## src/rtl/fetch_pkg.sv

```systemverilog
// fetch_pkg
// Shared definitions for the PC fetch unit: FSM state encoding and the
// default values of the top-level parameters.
package fetch_pkg;

    typedef enum logic [1:0] {
        StBoot   = 2'd0,
        StRun    = 2'd1,
        StHalted = 2'd2
    } fetch_state_e;

    localparam int unsigned XLEN_DEFAULT         = 32;
    localparam logic [31:0] RESET_VECTOR_DEFAULT = 32'h0000_0000;
    localparam int unsigned PC_STEP_DEFAULT      = 4;
    localparam int unsigned QDEPTH_DEFAULT       = 2;

endpackage

```

## src/rtl/fetch_queue.sv

```systemverilog
// fetch_queue
// Small circular FIFO holding {pc, instr} entries between the instruction
// memory response and the consumer.
//
// Ports:
//   i_clk, i_rst_n  clock, asynchronous active-low reset
//   i_push, i_wdata write an entry (accepted when not full, or full with pop)
//   i_pop           remove the head entry (ignored when empty)
//   i_flush         drop every entry; wins over push and pop
//   o_rdata         head entry
//   o_full, o_empty occupancy flags
//   o_count         number of stored entries
module fetch_queue #(
    parameter int unsigned WIDTH = 64,
    parameter int unsigned DEPTH = 2
) (
    input  logic                     i_clk,
    input  logic                     i_rst_n,
    input  logic                     i_push,
    input  logic                     i_pop,
    input  logic                     i_flush,
    input  logic [WIDTH-1:0]         i_wdata,
    output logic [WIDTH-1:0]         o_rdata,
    output logic                     o_full,
    output logic                     o_empty,
    output logic [$clog2(DEPTH):0]   o_count
);

    localparam int unsigned AW = $clog2(DEPTH);

    logic [AW-1:0]    r_wptr;
    logic [AW-1:0]    r_rptr;
    logic [AW:0]      r_count;
    logic [WIDTH-1:0] r_mem [DEPTH];

    logic w_do_push;
    logic w_do_pop;

    assign o_empty   = (r_count == '0);
    assign o_full    = (r_count == (AW+1)'(DEPTH));
    assign o_count   = r_count;
    assign o_rdata   = r_mem[r_rptr];

    assign w_do_pop  = i_pop && !o_empty;
    // A full queue can still take a push when the head leaves in the same cycle.
    assign w_do_push = i_push && (!o_full || w_do_pop);

    // DEPTH is a power of two, so the pointers wrap on their own.
    always_ff @(posedge i_clk or negedge i_rst_n) begin
        if (!i_rst_n) begin
            r_wptr  <= '0;
            r_rptr  <= '0;
            r_count <= '0;
        end else if (i_flush) begin
            r_wptr  <= '0;
            r_rptr  <= '0;
            r_count <= '0;
        end else begin
            if (w_do_push) begin
                r_wptr <= r_wptr + 1'b1;
            end
            if (w_do_pop) begin
                r_rptr <= r_rptr + 1'b1;
            end
            r_count <= r_count + (AW+1)'(w_do_push) - (AW+1)'(w_do_pop);
        end
    end

    always_ff @(posedge i_clk) begin
        if (w_do_push && !i_flush) begin
            r_mem[r_wptr] <= i_wdata;
        end
    end

endmodule

```

## src/rtl/pc_fetch_unit.sv

```systemverilog
// pc_fetch_unit
// Sequential instruction fetcher: issues one-cycle-latency instruction memory
// requests, queues the returned {pc, instr} pairs and presents them through a
// valid/ready interface. Supports redirect (flush + new pc) and halt.
//
// Ports:
//   i_clk, i_rst_n                 clock, asynchronous active-low reset
//   o_imem_req, o_imem_addr        fetch request and its address (= pc)
//   i_imem_rdata                   instruction, one cycle after the request
//   i_redirect_valid, i_redirect_pc redirect strobe and target
//   i_halt                         stop issuing new fetches
//   o_out_valid, i_out_ready       output handshake
//   o_out_pc, o_out_instr          presented entry (zero when queue empty)
module pc_fetch_unit
    import fetch_pkg::*;
#(
    parameter int unsigned      XLEN         = XLEN_DEFAULT,
    parameter logic [XLEN-1:0]  RESET_VECTOR = XLEN'(RESET_VECTOR_DEFAULT),
    parameter int unsigned      PC_STEP      = PC_STEP_DEFAULT,
    parameter int unsigned      QDEPTH       = QDEPTH_DEFAULT
) (
    input  logic            i_clk,
    input  logic            i_rst_n,
    output logic            o_imem_req,
    output logic [XLEN-1:0] o_imem_addr,
    input  logic [XLEN-1:0] i_imem_rdata,
    input  logic            i_redirect_valid,
    input  logic [XLEN-1:0] i_redirect_pc,
    input  logic            i_halt,
    output logic            o_out_valid,
    input  logic            i_out_ready,
    output logic [XLEN-1:0] o_out_pc,
    output logic [XLEN-1:0] o_out_instr
);

    localparam int unsigned CW = $clog2(QDEPTH) + 1;

    fetch_state_e    r_state;
    logic [XLEN-1:0] r_pc;
    logic            r_inflight;
    logic [XLEN-1:0] r_inflight_pc;

    logic [2*XLEN-1:0] w_q_rdata;
    logic              w_q_full;
    logic              w_q_empty;
    logic [CW-1:0]     w_q_count;
    logic              w_pop;
    logic              w_push;
    logic              w_issue;
    logic [CW:0]       w_used;

    assign o_out_valid = (r_state != StBoot) && !w_q_empty;
    assign w_pop       = o_out_valid && i_out_ready;

    // Slots committed after this cycle's accepted pop; crediting the pop keeps
    // a steady one-entry-per-cycle stream with a two-entry queue.
    assign w_used = {1'b0, w_q_count} + (CW+1)'(r_inflight) - (CW+1)'(w_pop);

    // Decoded combinationally so halt and redirect block a request the same cycle.
    assign w_issue = (r_state == StRun) && !i_halt && !i_redirect_valid
                     && (w_used < (CW+1)'(QDEPTH));

    // The credit check keeps the queue from overflowing; the full term only
    // guards against losing the response if that ever changes.
    assign w_push = r_inflight && !i_redirect_valid && (!w_q_full || w_pop);

    assign o_imem_req  = w_issue;
    assign o_imem_addr = r_pc;
    assign o_out_pc    = w_q_empty ? '0 : w_q_rdata[2*XLEN-1:XLEN];
    assign o_out_instr = w_q_empty ? '0 : w_q_rdata[XLEN-1:0];

    always_ff @(posedge i_clk or negedge i_rst_n) begin
        if (!i_rst_n) begin
            r_state       <= StBoot;
            r_pc          <= RESET_VECTOR;
            r_inflight    <= 1'b0;
            r_inflight_pc <= '0;
        end else begin
            unique case (r_state)
                StBoot:   r_state <= StRun;
                StRun:    if (i_halt)  r_state <= StHalted;
                StHalted: if (!i_halt) r_state <= StRun;
                default:  r_state <= StBoot;
            endcase

            // Redirect drops whatever response is due next cycle.
            if (i_redirect_valid) begin
                r_pc       <= i_redirect_pc;
                r_inflight <= 1'b0;
            end else if (w_issue) begin
                r_pc          <= r_pc + XLEN'(PC_STEP);
                r_inflight    <= 1'b1;
                r_inflight_pc <= r_pc;
            end else begin
                r_inflight <= 1'b0;
            end
        end
    end

    fetch_queue #(
        .WIDTH (2 * XLEN),
        .DEPTH (QDEPTH)
    ) u_queue (
        .i_clk   (i_clk),
        .i_rst_n (i_rst_n),
        .i_push  (w_push),
        .i_pop   (w_pop),
        .i_flush (i_redirect_valid),
        .i_wdata ({r_inflight_pc, i_imem_rdata}),
        .o_rdata (w_q_rdata),
        .o_full  (w_q_full),
        .o_empty (w_q_empty),
        .o_count (w_q_count)
    );

endmodule
```

## config.mk

```make
export PLATFORM = sky130hd
export DESIGN_NAME = pc_fetch_unit
export DESIGN_NICKNAME = d
export VERILOG_FILES = /design/src/rtl/fetch_pkg.sv /design/src/rtl/fetch_queue.sv /design/src/rtl/pc_fetch_unit.sv
export SDC_FILE = /design/constraint.sdc
export NUM_CORES = 1
export LEC_CHECK = 0
export BUFFER_PORTS_ARGS = -buffer_cell sky130_fd_sc_hd__buf_2
export CAP_MARGIN = 10
export CORE_AREA = 2 2 135 137
export CTS_CLUSTER_SIZE = 30
export DETAILED_ROUTE_END_ITERATION = 8
export DIE_AREA = 0 0 137 139
export GPL_TIMING_DRIVEN = 0
export PLACE_DENSITY = 0.72
export RECOVER_POWER = 25
export SYNTH_ARGS = -nofsm -noshare
export SYNTH_HDL_FRONTEND = slang
export SYNTH_HIERARCHICAL = 1
export SYNTH_SLANG_ARGS = --single-unit
```

## constraint.sdc

```tcl
create_clock -name i_clk -period 7.3 [get_ports i_clk]
set_clock_uncertainty 0.2 [all_clocks]
set_input_delay 0.73 -clock i_clk [delete_from_list [all_inputs] [get_ports i_clk]]
set_output_delay 0.73 -clock i_clk [all_outputs]
set_load 0.005 [all_outputs]
```

==> summary.txt <==
Slowest stage delay, CP - 580 ps
Filler cell count - 1427
ANT cells - 0
Reg2reg path depth - 11
RSZ-0062 raised after global routing - no
Slew headroom - 55.0%
Critical Path Start - u_queue/o_count[1]
Starting Density - 49.1%
Tcrit/Tclk final - 71.4%
CTS resizes - 0
Startpoint Class - flip-flop
Antenna violations before repair - 0
Hold_ws - 265 ps
Reg-to-reg setup timing slack - 2930 ps
Post-Syn Area - 8670 um^2
Fmax - 192 MHz
Synthesized instance count - 616
Mean post-synth cell area - 14.1 um^2
Die X - 137 um
Full die area - 19000 um^2
Num CTS Buffers - 17
Vias in the first global route - 5984
Slew Viols, Final - 0
Via count - 5896
Lkg Pwr - 4.09 nW
M1 GR Usage - 28.0%
Hold_buf cts - 1
Critical path class - flip-flop to output pin
Die Y - 139 um
Worst r2r src - u_queue/o_count[1]
Post-DP HPWL - 14.4 mm
Drt initial violations - 501
Status - completed
First-pass GRT wire length - 31.5 mm
Number of vias per cell - 5.58
PD cells - 261 nW/um^2
Layout Utilization - 59.8%
Top cell type's share of synthesized area - 44.3%
VDD IR-drop max - 0.195 mV
Final std cells w/o fill - 1057
Main area contributors after synthesis - edfxtp_1 (44%), dfrtp_1 (20%), mux2_1 (6.6%)
Most used cell, CP - nor2_1
Clock Sinks - 199
Met3 Use GR - 4.46%
Final Setup Violations - 0
Post-DRT Antenna Nets - 0
Final #Nets - 888
Post-synthesis sequential area ratio - 64.8%
Inst Count DP - 1024
GRT Overall Usage - 21.7%
CP required - 6370 ps
Final Hold Viols - 0
Layout cells sized above 1 - 31.8%
Critical Path End - o_imem_req
R2r endpoint - r_inflight_pc[6]
CP cell instances - nor2_1, nor2_1, and2_1, ha_1, nand2b_1, fa_1, xnor2_1, nand2_1, nor2_1, buf_2, buf_2
Flops & latches, synth - 199
Synth Flop Type - edfxtp_1
Pre-CTS setup slack - 2610 ps
Residual DRC count - 0
CP Capture Type - output pin
CTS tree - done
Post-Place Cell Area - 9970 um^2
H-tree Lvls - 4
Post-synthesis async set-or-reset flop share - 35.7%
Synth warn - 6
GR Overflow Total - 0
CTS root buf - clkbuf_16
Routability cong. - 0.817
DR WL/cell - 19.1 um
# IOs - 167
Row count - 49
Met2 GRT Util - 35.6%
Area delta synth->final - 21.7%
Largest net degree at the start of global routing - 70
Crit Path Max Fanout - 10
GR peak layer - met2
Yosys top cell by area - edfxtp_1
Synthesized net count - 689
Slowest CP cell - dfrtp_1
Max Cap Viol - 0
Worst slew pin tran - 674 ps
Postcts setup bufs - 0
Final WL - 20.2 mm
Final min period - 5210 ps
Core ar. - 17700 um^2
Initial DRT Pass Iterations - 5
Worst-path clk slew - 70 ps
Worst EP arrival - 4280 ps
I/O Buffers - 166
Synth unique cells - 52
Pwr Total - 2.76 mW
CTS max path bufs - 2
Worst-Skew Late Latency - 440 ps
Number of synthesized flops with an enable pin - 128
Min-Delay Path Class - flip-flop to flip-flop
Total negative setup slack - 0 ps
Fin area - 10600 um^2
Fin worst setup slack - 2090 ps
## layer usage
metal | vias up | wire, um
met5 | - | 0
met4 | 0 | 612
met3 | 53 | 1500
met2 | 262 | 10000
met1 | 2883 | 8050
li1 | 2698 | -
## layout by cell type, fill, tap and decap left out, types with 3 or more instances in the layout
cell       synthesis  layout
xor2_1             6       6
inv_8              0       6
and3_1             3       3
clkinv_4           0       3
buf_4              5       6
mux2_1            51      51
edfxtp_1         128     128
nor2_1            27      27
nand3_1           20      20
mux2_2            48      48
a31oi_1           15      15
ha_1               3       3
nand4_1            6       6
nand2b_1           4       4
o21ai_0            9       9
clkbuf_1          21      41
o211ai_1           5       5
inv_1              7       7
dfrtp_1           71      71
nand2_1           25      25
buf_2              8     152
nor2b_1           70      70
and2_1             3       3
o31ai_1           16      16
buf_6              1      11
inv_6              0       4
clkbuf_16          0      17
xnor2_1            5       5
or4_1             25      25
## power by group
part	internal [mW]	switching, mW
registers	1.39	0.112
clock network	0.494	0.454
logic	0.166	0.145
## cell type report
class | count | area, um^2 | area share (%)
multi-input combinational | 374 | 2860 | 27.1
sequential | 199 | 5620 | 53.3
timing repair buffer | 180 | 987 | 9.36
tap | 229 | 287 | 2.72
inverter | 8 | 30.0 | 0.285
buffer | 35 | 168 | 1.59
clock inverter | 15 | 175 | 1.66
clock buffer | 17 | 425 | 4.03
## flip-flops by register name, summed over array words and instances (netlist names)
name,cells
r_inflight,1
u_queue/r_wptr,1
u_queue/r_mem,128
r_inflight_pc,32
r_state,2
u_queue/r_rptr,1
u_queue/o_count,2
o_imem_addr,32
## cell usage after synthesis, types with 6 or more instances
cell type  instances
or4_1             25
nor2_1            27
a31oi_1           15
nor2b_1           70
nand2_1           25
xor2_1             6
buf_2              8
edfxtp_1         128
o21ai_0            9
inv_1              7
o31ai_1           16
nand4_1            6
clkbuf_1          21
mux2_2            48
mux2_1            51
nand3_1           20
dfrtp_1           71
## worst min-delay path by stage
stage | startpoint | to | slack, ps | depth (start not counted)
finish | r_inflight_pc[0] | u_queue/r_mem[0][32] | 270 | 0
global route | i_imem_rdata[10] | u_queue/r_mem[0][10] | 260 | 1
CTS | i_imem_rdata[24] | u_queue/r_mem[0][24] | 260 | 1
detailed placement | r_inflight_pc[0] | u_queue/r_mem[1][32] | 250 | 0
global placement | r_inflight_pc[16] | u_queue/r_mem[1][48] | 250 | 0
floorplan | i_rst_n | o_imem_addr[0] | 230 | 0
## worst max-delay path: cells and delay by family (launching register included)
kind	cells	cell delay, ps
xor+xnor	1	430
fa+ha+maj	2	710
buf+inv	2	540
flops	1	580
simple gates	6	1570
## cell families (layout without fill, tap and decap cells)
logic type / count (synthesis) / after routing / synth area share, %
flip-flops: 199 / 199 / 64.8
adder cells (fa/ha/maj): 4 / 4 / 0.664
XOR/XNOR: 11 / 11 / 1.11
multiplexers: 101 / 101 / 13.1
AO/OA/AOI/OAI: 56 / 56 / 4.40
buffers and inverters: 43 / 255 / 2.28
AND/OR/NAND/NOR: 202 / 202 / 13.6
(Power assumes the default switching activity.)
